`config.mk`:
```
export PLATFORM = sky130hd
export DESIGN_NAME = latency_probe
export DESIGN_NICKNAME = d
export VERILOG_FILES = /design/src/rtl/latency_probe.sv
export SDC_FILE = /design/constraint.sdc
export NUM_CORES = 1
export LEC_CHECK = 0
export CAP_MARGIN = 20
export CORE_ASPECT_RATIO = 0.7
export CORE_MARGIN = 2
export CORE_UTILIZATION = 55
export CTS_CLUSTER_SIZE = 8
export DETAILED_ROUTE_END_ITERATION = 10
export PLACE_DENSITY = 0.79
export SYNTH_ARGS = -nofsm -noshare
export SYNTH_HDL_FRONTEND = slang
export SYNTH_SLANG_ARGS = --single-unit
export TNS_END_PERCENT = 20
```
`constraint.sdc`:
```
create_clock -name clk -period 9.4 [get_ports clk]
set_input_delay 1.41 -clock clk [delete_from_list [all_inputs] [get_ports clk]]
set_output_delay 1.41 -clock clk [all_outputs]
set_load 0.01 [all_outputs]
```
`src/rtl/latency_probe.sv`:
```
// latency_probe: drives a d->q DUT, measures its latency in clocks, then streams a counting pattern and checks it arrives intact
module latency_probe #(
  parameter int WIDTH = 8,
  parameter int MAX_LAT = 15,
  parameter int NCHK = 16,
  parameter logic [WIDTH-1:0] MARK = 8'hA5,
  parameter int LW = $clog2(MAX_LAT + 1)
) (
  input  logic             clk,
  input  logic             rst,
  input  logic             start,
  output logic             busy,
  output logic             done,
  output logic [LW-1:0]    lat,
  output logic             timeout,
  output logic             err,
  output logic [WIDTH-1:0] dut_d,
  input  logic [WIDTH-1:0] dut_q
);
  localparam int CW = (LW > $clog2(NCHK)) ? LW : $clog2(NCHK);
  localparam logic [WIDTH-1:0] BASE = ~MARK;
  typedef enum logic [2:0] {S_IDLE, S_FLUSH, S_PROBE, S_CHECK, S_DONE} state_t;
  state_t           r_state;
  logic [CW-1:0]    r_cnt;
  logic [LW-1:0]    r_lat;
  logic             r_to, r_err, r_busy, r_done;
  logic [WIDTH-1:0] r_d;
  logic [WIDTH-1:0] r_hist [1:MAX_LAT];
  logic [WIDTH-1:0] w_hist [0:MAX_LAT];
  logic [WIDTH-1:0] w_exp;
  // w_hist[k] is the word driven k cycles ago; slot 0 is the word on dut_d now
  always_comb begin
    w_hist[0] = r_d;
    for (int k = 1; k <= MAX_LAT; k++) w_hist[k] = r_hist[k];
    w_exp = w_hist[r_lat];
  end
  always_ff @(posedge clk) begin
    if (rst) begin
      r_state <= S_IDLE;
      r_cnt <= '0;
      r_lat <= '0;
      r_to <= 1'b0;
      r_err <= 1'b0;
      r_busy <= 1'b0;
      r_done <= 1'b0;
      r_d <= '0;
      for (int k = 1; k <= MAX_LAT; k++) r_hist[k] <= '0;
    end else begin
      r_done <= 1'b0;
      if (r_state inside {S_FLUSH, S_PROBE, S_CHECK}) begin
        r_hist[1] <= r_d;
        for (int k = 2; k <= MAX_LAT; k++) r_hist[k] <= r_hist[k-1];
      end
      case (r_state)
        S_IDLE: if (start) begin
          r_state <= S_FLUSH;
          r_busy <= 1'b1;
          r_lat <= '0;
          r_to <= 1'b0;
          r_err <= 1'b0;
          r_d <= BASE;
          r_cnt <= '0;
        end
        S_FLUSH: if (r_cnt == CW'(MAX_LAT)) begin
          r_state <= S_PROBE;
          r_d <= MARK;
          r_cnt <= '0;
        end else r_cnt <= r_cnt + 1'b1;
        S_PROBE: if (dut_q == MARK) begin
          r_lat <= r_cnt[LW-1:0];
          r_state <= S_CHECK;
          r_d <= WIDTH'(1);
          r_cnt <= '0;
        end else if (r_cnt == CW'(MAX_LAT)) begin
          r_to <= 1'b1;
          r_lat <= '0;
          r_state <= S_DONE;
          r_done <= 1'b1;
        end else r_cnt <= r_cnt + 1'b1;
        S_CHECK: begin
          // written as if/else so an unknown dut_q falls through to the error branch
          if (dut_q == w_exp) r_err <= r_err;
          else r_err <= 1'b1;
          r_d <= r_d + WIDTH'(1);
          if (r_cnt == CW'(NCHK - 1)) begin
            r_state <= S_DONE;
            r_done <= 1'b1;
          end else r_cnt <= r_cnt + 1'b1;
        end
        S_DONE: begin
          r_state <= S_IDLE;
          r_busy <= 1'b0;
        end
        default: r_state <= S_IDLE;
      endcase
    end
  end
  assign busy = r_busy;
  assign done = r_done;
  assign lat = r_lat;
  assign timeout = r_to;
  assign err = r_err;
  assign dut_d = r_d;
endmodule
```
After elaboration in Yosys (flattened, before gate mapping) --
Memory sizes are Yosys's and may differ from the RTL's. Cells that the tools add are included.
Word-level totals: RAM bits 120, register bits 23, memories 1
Operators by class: bitwise operators 16, reductions and logical operators 13, $add $sub $neg 2, eq/ne operators 14, order comparisons 1, mux-type cells 51
Memory list:
- r_hist | words 15, width 8, rd ports 15, clocked after Yosys merged registers in 0, write ports 15, line 28 | logic [WIDTH-1:0] r_hist [1:MAX_LAT];
Operators by type and width (number):
- $mux 8 | 20
- $bmux 8 s4 | 1
- $pmux 8 s4 | 1
- $mux 4 | 6
- $pmux 4 s4 | 1
- $or 1x1->1 | 15
- $mux 1 | 12
- $mux 3 | 4
- $pmux 3 s4 | 1
- $add 8x1->8 const B | 1
- $eq 8x8->1 | 1
- $eq 8x8->1 const B | 1
- $pmux 1 s2 | 4
- $pmux 4 s2 | 1
- $reduce_and 4->1 | 2
- $eq 3x2->1 const B | 2
- $ne 2x1->1 const B | 3
- $ne 2x2->1 const B | 3
- $reduce_and 2->1 | 3
- $reduce_and 3->1 | 2
- $reduce_bool 2->1 | 3
- $ge 5x5->1 const B | 1
- $not 4->5 | 1
- $add 4x1->4 const B | 1
- 7 further kinds | 7

Logic depth before layout (Yosys ltp) --
depth after elaboration 7, gate-level depth with buffers 10, depth with buffers taken out 9

Least setup slack after synthesis --
No wires, ideal clock.
path kind register to register, start register r_state[1], end register r_hist[0][100] (netlist name), period minus slack after synthesis 10.045 ns, data arrival time 9.280 ns, cell stages (with the launch flop) 5, slack -0.645 ns, cell sequence dfxtp_1 > clkbuf_1 > nor2_1 > clkbuf_1 > o21ai_0
RTL lines:
- start: declaration | line 23 | state_t r_state;
- start signal: assignment | line 39 | r_state <= S_IDLE;
- start signal: assignment | line 56 | r_state <= S_FLUSH;
- start signal: assignment | line 65 | r_state <= S_PROBE;

==> impl_metrics.json <==
{
  "arrival_ps": 3760,
  "tritoncts_num_sinks": 143,
  "synth_edf_count": 120,
  "initial_core_util": 0.5712,
  "antennaDiodeCount": 0,
  "netlist_instances": 502,
  "required_ps": 9430,
  "synth_ff_type": "edfxtp_1",
  "fillers": 830,
  "path_class": "primary input to register",
  "drtAntennaViolNets": 0,
  "cap_viol_max_count": 0,
  "drive_gt1_frac": 0.1281,
  "drt_pass1_iterations": 6,
  "run_status": "completed",
  "io_pins": 27,
  "overflow": 0,
  "r2r_start": "r_state[0]",
  "startpoint": "rst",
  "rrSetupSlack_ps": 6540,
  "cts-resized-gates": 0,
  "finalCritPeriodShare": 0.3970,
  "synthDistinctLibCells": 41,
  "grt_usage": 0.2124,
  "ys_seq_elements": 143,
  "worst-r2r-cell-count": 3,
  "maxSlewViolCount": 0,
  "syn_area_um2": 6769,
  "fin_nets": 532,
  "crit_fanout": 81,
  "final_cell_count_no_fill": 688,
  "die_height_um": 96.82,
  "p_leak_nw": 2.693,
  "drc": 0,
  "ys_warn_count": 0,
  "fp.dieW_um": 136.6,
  "hpwl_um": 8085,
  "insertion_delay_ps": 410,
  "worst_path_largest_cell_delay_ps": 1040,
  "die_area_um2": 13220,
  "relSlewSlack": 0.3027,
  "p_per_area_nw_per_um2": 194.8,
  "drt_iter0_markers": 445,
  "synthArstFlopShare": 0,
  "finalSetupTns_ps": 0,
  "final_hold_viol_count": 0,
  "grt_pass1_wl_um": 21220,
  "yosysSeqAreaShare": 0.6004,
  "cts_tree": "yes",
  "synth_fp_nets": 516,
  "rows": 33,
  "end_kind": "register",
  "portBuffers": 26,
  "postCtsHoldBufs": 0,
  "cts.path.max_buffers": 2,
  "grt_pass1_vias": 3982,
  "areaGrowthSynthToFinish_pct": 13.90,
  "fmax_mhz": 268.0,
  "root_buffer": "clkbuf_16",
  "setup_viol": 0,
  "rsz0062_at_grt": "no",
  "htree_levels": 4,
  "whs_path_depth": 1,
  "wl_per_cell_um": 19.34,
  "grt_max_degree": 122,
  "viasPerCell": 5.959,
  "hold_path_class": "register to register",
  "cts.clk_slew.worst_paths_ps": 60,
  "finalClockSkew_ps": 8.316,
  "wirelength_um": 13310,
  "hold_start": "timeout",
  "p_total_mw": 1.502,
  "core_area_um2": 11850,
  "cts_setup_buffers": 0,
  "ir_worst_vdd_mv": 0.1527,
  "start_kind": "primary input",
  "worstMarginPinSlew_ps": 1037,
  "antenna_found_initial": 0,
  "num_vias": 4100,
  "place_congestion": 0.9545,
  "cp_slowest_cell": "clkdlybuf4s50_1",
  "place_inst": 655,
  "timing.final.crit_period_ps": 3732,
  "cts_buffers": 17,
  "crit_path_cell_trace": "clkdlybuf4s50_1 -> inv_1 -> o21ai_4 -> buf_4",
  "synth_area_per_cell_um2": 13.48
}
## power breakdown
part	internal (mW)	switching, mW	leakage (nW)	total, mW
clock	0.390	0.261	0.270	0.650
combinational	0.0431	0.0511	0.939	0.0942
sequential	0.731	0.0262	1.48	0.757
total	1.16	0.338	2.69	1.50
## final cells by class
class,count,area [um^2],area share
Sequential cell,143,4066,0.5274
Multi-Input combinational cell,319,2541,0.3296
Clock buffer,18,429.2,0.05566
Timing Repair Buffer,31,310.3,0.04025
Tap cell,157,196.4,0.02548
Clock inverter,14,143.9,0.01866
Inverter,6,22.52,0.002921
## cell families after synthesis
logic type	share of synthesized area
and+or+nand+nor	0.1549
muxes	0.1298
adders and majority gates	0.005546
DFF	0.6004
AOI/OAI and AO/OA	0.05693
buffers and inverters	0.02662
xor gates and xnor gates	0.02588
## worst paths after layout
kind | end
worst max-delay path | r_hist[0][36]
worst min-delay path | timeout
worst max register to register | r_hist[0][36]
worst min register to register | timeout
## cells in the final DEF, fill, tap and decap left out, drive strengths merged, types with 2 or more instances in the layout
cell type and instances:
a21oi 19, edfxtp 120, o21ai 18, nor3 11, clkinv 7, clkinvlp 4, a22o 3, xor2 10
a311oi 3, nor2 15, inv 7, nand4 2, mux4 27, a211oi 3, mux2i 27, xnor2 10
a41oi 2, clkbuf 18, nand2 14, bufinv 2, a31oi 2, and2 120, ha 3, buf 5
nand3b 2, nor4 2, dfxtp 23, clkdlybuf4s50 26, and3 2, nand3 7, nor4bb 2, o31ai 4
nor2b 2
## per-stage QoR
step / instance area [um^2] / hold WS (ps) / setup WS [ps] / util
final: 7710 / 474.5 / 5668 / 0.6506
after global routing: 7710 / 499.6 / 5484 / 0.6506
after CTS: 7690 / 474.9 / 5341 / 0.6489
after detailed placement: 7117 / 463.7 / 4895 / 0.6006
after global placement: 7117 / 456.9 / 4928 / 0.6006
after floorplan: 6769 / 471.1 / 2595 / -
## state kept, by name, indices dropped and copies added (netlist names)
name and flops:
dut_d 8, r_hist 120, done 1, r_state 3, lat 4, err 1
r_cnt 4, timeout 1, busy 1
## routing by layer
layer / global-route usage / part of all wire / vias to the layer above
met5: 0 / 0 / -
met4: 0.07452 / 0.017 / 0
met3: 0.05556 / 0.078 / 27
met2: 0.3023 / 0.45 / 164
met1: 0.3164 / 0.45 / 2028
li1: - / - / 1881
## synth_stat cells (3+ instances only)
master | n | area share
xnor2_1 | 10 | 0.013
ha_1 | 3 | 0.0055
nor2_1 | 15 | 0.0083
and2_1 | 120 | 0.11
mux2i_1 | 27 | 0.040
a22o_1 | 3 | 0.0039
edfxtp_1 | 120 | 0.53
inv_1 | 6 | 0.0033
a21oi_1 | 19 | 0.014
nor3_1 | 11 | 0.0081
dfxtp_1 | 23 | 0.068
nand3_1 | 7 | 0.0052
mux4_2 | 27 | 0.090
buf_2 | 6 | 0.0044
nand2_1 | 14 | 0.0078
xor2_1 | 10 | 0.013
o31ai_1 | 4 | 0.0044
o21ai_0 | 18 | 0.013
buf_4 | 4 | 0.0044
clkbuf_1 | 23 | 0.013
a311oi_1 | 3 | 0.0039
## critical path: cells and delay by family
kind	cells	cell delay, ps
buf+inv	3	2090
compound gates	1	200
Note: power is estimated with default switching activity, not from simulation.
